===== src/rtl/memory_access.sv =====
// Memory-access stage of the RV64 pipeline: issues loads/stores on the data bus,
// lane-aligns store data, extends load data and registers the writeback bundle.
module memory_access #(
    parameter int XLEN   = 64,
    parameter int REG_AW = 5
) (
    input  logic              clk,
    input  logic              resetn,
    input  logic              in_valid,
    output logic              in_ready,
    input  logic [3:0]        in_mem_op,
    input  logic [XLEN-1:0]   in_addr,
    input  logic [XLEN-1:0]   in_wdata,
    input  logic [REG_AW-1:0] in_dst,
    input  logic              in_wen,
    output logic              dreq_valid,
    output logic [XLEN-1:0]   dreq_addr,
    output logic [2:0]        dreq_size,
    output logic [7:0]        dreq_strobe,
    output logic [XLEN-1:0]   dreq_data,
    input  logic              dresp_addr_ok,
    input  logic              dresp_data_ok,
    input  logic [XLEN-1:0]   dresp_data,
    output logic              out_valid,
    output logic [REG_AW-1:0] out_dst,
    output logic              out_wen,
    output logic [XLEN-1:0]   out_data,
    output logic              out_exc
);

    typedef enum logic [1:0] {S_IDLE, S_REQ, S_WAIT} state_t;

    localparam logic [3:0] OP_LB  = 4'd1;
    localparam logic [3:0] OP_LH  = 4'd2;
    localparam logic [3:0] OP_LW  = 4'd3;
    localparam logic [3:0] OP_LD  = 4'd4;
    localparam logic [3:0] OP_LBU = 4'd5;
    localparam logic [3:0] OP_LHU = 4'd6;
    localparam logic [3:0] OP_LWU = 4'd7;
    localparam logic [3:0] OP_SB  = 4'd8;
    localparam logic [3:0] OP_SH  = 4'd9;
    localparam logic [3:0] OP_SW  = 4'd10;
    localparam logic [3:0] OP_SD  = 4'd11;

    function automatic logic is_mem(input logic [3:0] op);
        return (op >= OP_LB) && (op <= OP_SD);
    endfunction

    function automatic logic is_store(input logic [3:0] op);
        return (op >= OP_SB) && (op <= OP_SD);
    endfunction

    // log2 of the access width in bytes
    function automatic logic [1:0] op_size(input logic [3:0] op);
        logic [1:0] sz;
        case (op)
            OP_LH, OP_LHU, OP_SH: sz = 2'd1;
            OP_LW, OP_LWU, OP_SW: sz = 2'd2;
            OP_LD, OP_SD:         sz = 2'd3;
            default:              sz = 2'd0;
        endcase
        return sz;
    endfunction

    function automatic logic misaligned(input logic [3:0] op, input logic [2:0] off);
        logic bad;
        case (op_size(op))
            2'd1:    bad = off[0] != 1'b0;
            2'd2:    bad = off[1:0] != 2'b00;
            2'd3:    bad = off != 3'b000;
            default: bad = 1'b0;
        endcase
        return bad;
    endfunction

    state_t              state_q, state_d;
    logic [3:0]          op_q, op_d;
    logic [XLEN-1:0]     addr_q, addr_d;
    logic [XLEN-1:0]     wdata_q, wdata_d;
    logic [REG_AW-1:0]   dst_q, dst_d;
    logic                wen_q, wen_d;
    logic                out_valid_q, out_valid_d;
    logic [REG_AW-1:0]   out_dst_q, out_dst_d;
    logic                out_wen_q, out_wen_d;
    logic [XLEN-1:0]     out_data_q, out_data_d;
    logic                out_exc_q, out_exc_d;

    logic [5:0]          lane_shift;
    logic [XLEN-1:0]     rd_shifted;
    logic [XLEN-1:0]     load_data;
    logic [7:0]          size_mask;
    logic                complete;

    assign lane_shift = {addr_q[2:0], 3'b000};
    assign rd_shifted = dresp_data >> lane_shift;

    always_comb begin
        load_data = rd_shifted;
        case (op_q)
            OP_LB:   load_data = {{56{rd_shifted[7]}},  rd_shifted[7:0]};
            OP_LH:   load_data = {{48{rd_shifted[15]}}, rd_shifted[15:0]};
            OP_LW:   load_data = {{32{rd_shifted[31]}}, rd_shifted[31:0]};
            OP_LBU:  load_data = {56'd0, rd_shifted[7:0]};
            OP_LHU:  load_data = {48'd0, rd_shifted[15:0]};
            OP_LWU:  load_data = {32'd0, rd_shifted[31:0]};
            default: load_data = rd_shifted;
        endcase
    end

    always_comb begin
        case (op_size(op_q))
            2'd1:    size_mask = 8'h03;
            2'd2:    size_mask = 8'h0F;
            2'd3:    size_mask = 8'hFF;
            default: size_mask = 8'h01;
        endcase
    end

    // Request fields come only from latched state, so dresp_* never reaches an output.
    assign in_ready    = (state_q == S_IDLE);
    assign dreq_valid  = (state_q == S_REQ);
    assign dreq_addr   = addr_q;
    assign dreq_size   = {1'b0, op_size(op_q)};
    assign dreq_strobe = is_store(op_q) ? (size_mask << addr_q[2:0]) : 8'h00;
    assign dreq_data   = wdata_q << lane_shift;

    assign out_valid = out_valid_q;
    assign out_dst   = out_dst_q;
    assign out_wen   = out_wen_q;
    assign out_data  = out_data_q;
    assign out_exc   = out_exc_q;

    always_comb begin
        state_d     = state_q;
        op_d        = op_q;
        addr_d      = addr_q;
        wdata_d     = wdata_q;
        dst_d       = dst_q;
        wen_d       = wen_q;
        out_valid_d = 1'b0;
        out_dst_d   = out_dst_q;
        out_wen_d   = out_wen_q;
        out_data_d  = out_data_q;
        out_exc_d   = out_exc_q;
        complete    = 1'b0;

        case (state_q)
            S_IDLE: begin
                if (in_valid) begin
                    if (!is_mem(in_mem_op)) begin
                        out_valid_d = 1'b1;
                        out_dst_d   = in_dst;
                        out_wen_d   = in_wen;
                        out_data_d  = in_addr;
                        out_exc_d   = 1'b0;
                    end else if (misaligned(in_mem_op, in_addr[2:0])) begin
                        out_valid_d = 1'b1;
                        out_dst_d   = in_dst;
                        out_wen_d   = 1'b0;
                        out_data_d  = '0;
                        out_exc_d   = 1'b1;
                    end else begin
                        op_d    = in_mem_op;
                        addr_d  = in_addr;
                        wdata_d = in_wdata;
                        dst_d   = in_dst;
                        wen_d   = in_wen;
                        state_d = S_REQ;
                    end
                end
            end
            S_REQ: begin
                if (dresp_addr_ok) begin
                    if (dresp_data_ok) begin
                        complete = 1'b1;
                        state_d  = S_IDLE;
                    end else begin
                        state_d = S_WAIT;
                    end
                end
            end
            S_WAIT: begin
                if (dresp_data_ok) begin
                    complete = 1'b1;
                    state_d  = S_IDLE;
                end
            end
            default: state_d = S_IDLE;
        endcase

        if (complete) begin
            out_valid_d = 1'b1;
            out_dst_d   = dst_q;
            out_exc_d   = 1'b0;
            if (is_store(op_q)) begin
                out_wen_d  = 1'b0;
                out_data_d = '0;
            end else begin
                out_wen_d  = wen_q;
                out_data_d = load_data;
            end
        end
    end

    always_ff @(posedge clk or negedge resetn) begin
        if (!resetn) begin
            state_q     <= S_IDLE;
            op_q        <= '0;
            addr_q      <= '0;
            wdata_q     <= '0;
            dst_q       <= '0;
            wen_q       <= 1'b0;
            out_valid_q <= 1'b0;
            out_dst_q   <= '0;
            out_wen_q   <= 1'b0;
            out_data_q  <= '0;
            out_exc_q   <= 1'b0;
        end else begin
            state_q     <= state_d;
            op_q        <= op_d;
            addr_q      <= addr_d;
            wdata_q     <= wdata_d;
            dst_q       <= dst_d;
            wen_q       <= wen_d;
            out_valid_q <= out_valid_d;
            out_dst_q   <= out_dst_d;
            out_wen_q   <= out_wen_d;
            out_data_q  <= out_data_d;
            out_exc_q   <= out_exc_d;
        end
    end

endmodule


===== config.mk =====
export PLATFORM = sky130hd
export DESIGN_NAME = memory_access
export DESIGN_NICKNAME = d
export VERILOG_FILES = /design/src/rtl/memory_access.sv
export SDC_FILE = /design/constraint.sdc
export NUM_CORES = 1
export LEC_CHECK = 0
export CAP_MARGIN = 10
export CORE_ASPECT_RATIO = 0.9
export CORE_MARGIN = 10
export CORE_UTILIZATION = 42
export CTS_CLUSTER_SIZE = 28
export DETAILED_ROUTE_END_ITERATION = 12
export PLACE_DENSITY = 0.77
export SLEW_MARGIN = 20
export SYNTH_ARGS = -nofsm -noshare
export SYNTH_HDL_FRONTEND = slang
export SYNTH_SLANG_ARGS = --single-unit
export TNS_END_PERCENT = 10

===== constraint.sdc =====
create_clock -name clk -period 2.59 [get_ports clk]
set_clock_uncertainty 0.2 [all_clocks]
set_input_delay 0.518 -clock clk [delete_from_list [all_inputs] [get_ports clk]]
set_output_delay 0.518 -clock clk [all_outputs]
set_load 0.01 [all_outputs]

==> metrics <==
outcome finished with violations; failing checks setup timing; Die Area 0.0375 mm^2; CTS H-Tree Depth 1; Core ar. 0.0298 mm^2; std cell rows 60; GR Overflow Total 0; Max clock buf depth 3; CTS Buf Count 25; fin. max-slew vios 0; synth unique cells 48; Post-Synthesis Cells between 1000 and 1500; fin area roughly 0.02 mm^2; asr flop ratio synth 100%; FF+latch count, synth 212; RSZ-0062 raised after global routing true; Max VDD drop 0.880 mV; initial antenna violation count 7; gpl congestion 0.911; synth top area cells dfrtp_1, mux2_2, nor2_1; CP bufs+invs 3; share of layout cells above drive strength 1 a little over a third; vias in the first global route 12800; FF-to-FF setup slack -0.43 ns; critical path data arrival time around 3.2 ns; # setup viols final 129; P&R area growth vs syn 59.4%; final worst path period share 117%; Setup CP Type flip-flop to flip-flop; most frequent CP cell buf_6; worst hold stages 4; CTS sink cnt 212; Total Routing Usage GR a little over a quarter; Worst-path clk slew roughly 0.06 ns; CTS tree yes; root buf cell clkbuf_16; critical path endpoint category flip-flop; Residual DRC 0; Mean Syn Cell Area 10.0 um^2; CP max FO 7; Max-cap violations 0; Post-DP HPWL 39.6 mm; Routed Antenna Nets 0; total routed wirelength 53.2 mm; Crit path max-delay family multiplexers; yosys warns 0; Worst-Margin Slew ~0.81 ns; most common cell after layout, fill and taps aside clkdlybuf4s50_1; dominant synthesized flop cell dfrtp_1; number of flops mapped to enable cells by yosys 0; chip height 185 um; Worst path slowest cell mux4_2; vias per inst 5.61; Final Hold Viols 0; post-synth top area share 42.0%; most frequent cells in the layout clkdlybuf4s50_1, dfrtp_1, nor2_1; slew margin rel. a little under half; Post-Syn Nets about 1500; PortBufs approximately 420; fmax 0.331 GHz; PD cells 1400 mW/mm^2; Synth area leader dfrtp_1; clock latency at the later pin of the worst-skew pair 0.53 ns; TNS Setup -31.85 ns; Hold/Removal Path Class input pin to flip-flop; largest net degree at the start of global routing between 50 and 60; Crit path required time 2.78 ns; Initial DRC Count 821; Net count, final a little under 2000; IO Count 420; WL per Instance 24.2 um; area post-placement roughly 0.018 mm^2; hold slack roughly 0.27 ns; first-pass GRT wire length just under 80 mm; Worst path depth 9; Pre-antenna DRT Iters 5; total number of vias 12300; CP Launch Type flip-flop; cell count of the worst reg-to-reg path 9; Die X 203 um; Seq/Total Area, Yosys 42.0%; final setup margin -0.434 ns; crit path cell chain buf_6 > buf_6 > mux2_4 > mux4_2 > a32oi_4 > a311oi_4 > buf_6 > a221oi_2 > nor2_1; min Tclk post-route 3.02 ns; Tot Pwr 0.0282 W; Mapped Area 0.0126 mm^2; Leak approximately 8.6 nW; initial core utilization about 42%; slowest stage delay, CP 0.52 ns
[final timing paths]
check	start	endpoint
min in group asynchronous	resetn	wdata_q[38]
max in group asynchronous	resetn	dreq_addr[4]
min	in_mem_op[0]	op_q[0]
max reg2reg	dreq_addr[1]	out_data[54]
min reg2reg	out_dst[0]	out_dst[0]
max	dreq_addr[1]	out_data[54]
[power by group]
group / switching, W / internal (W) / leakage, nW
combinational: 0.00917 / 0.00913 / 5.68
sequential: 0.00132 / 0.00503 / 2.50
clock: 0.00144 / 0.00208 / 0.408
[sequential cells by signal, indices dropped and copies added (netlist names), 2 cells and up]
name,flops
out_data,64
dst_q,5
dreq_addr,64
wdata_q,64
out_dst,5
state_q,2
op_q,4
[worst reg2reg max path, delay by kind of cell (launching register included)]
kind            cells  cell delay [ns]
buf+inv             3             0.49
flops               1             0.49
mux                 2             0.83
simple gates        1             0.07
compound gates      3             0.80
[metal layers]
layer / vias to the layer above / track usage, % / routed length [um]
met1: 6023 / 31.7 / 20200
met4: 2 / 9.63 / 1850
met2: 648 / 46.4 / 26000
li1: 5566 / - / -
met3: 100 / 8.41 / 5140
met5: - / 0 / 13
[Yosys cell counts (22+ instances only)]
| cell type | n |
|---|---|
| a21oi_1 | 70 |
| a221oi_2 | 30 |
| and2_1 | 24 |
| buf_2 | 22 |
| clkbuf_1 | 64 |
| dfrtp_1 | 212 |
| mux2_2 | 163 |
| mux2i_1 | 71 |
| mux4_2 | 29 |
| nand2_1 | 112 |
| nor2_1 | 211 |
| o21ai_0 | 97 |
[kinds of logic after synthesis]
family | share of synthesized area (%)
DFF | 42.0
buffers and inverters | 4.08
adders and majority gates | 1.09
AOI/OAI and AO/OA | 14.9
muxes | 25.7
other | 0.0297
and+or+nand+nor | 12.3
[final cells by class]
cell class / count / area [um^2]
diodes: 7 / 17.5
clock buffers: 37 / 741
clock inverters: 9 / 83.8
fillers: 2180 / 9640
inverters: 15 / 62.6
multi-input cells: 927 / 7590
flip-flops and latches: 212 / 5320
well taps: 403 / 504
repair buffers: 590 / 5850
[what timing repair did]
item | 4_1_cts | 5_1_grt
hold buffers | 1 | 0
endpoints found under the setup margin | 259 | 268
hold endpoints to repair | 44 | 0
gates cloned | 8 | 0
buffers inserted | 16 | 4
pin swaps | 39 | 21
gates resized for setup | 442 | 88
[stage by stage]
step | cells | setup WS (ns) | util (%)
floorplan | 1260 | -0.0653 | -
global placement | 2120 | -0.617 | 61.6
detailed placement | 2120 | -0.635 | 61.6
CTS | 2189 | -0.459 | 66.3
global route | 2196 | -0.513 | 67.6
finish | 2200 | -0.434 | 67.7
No activity file was read; power rests on OpenSTA's default activity.
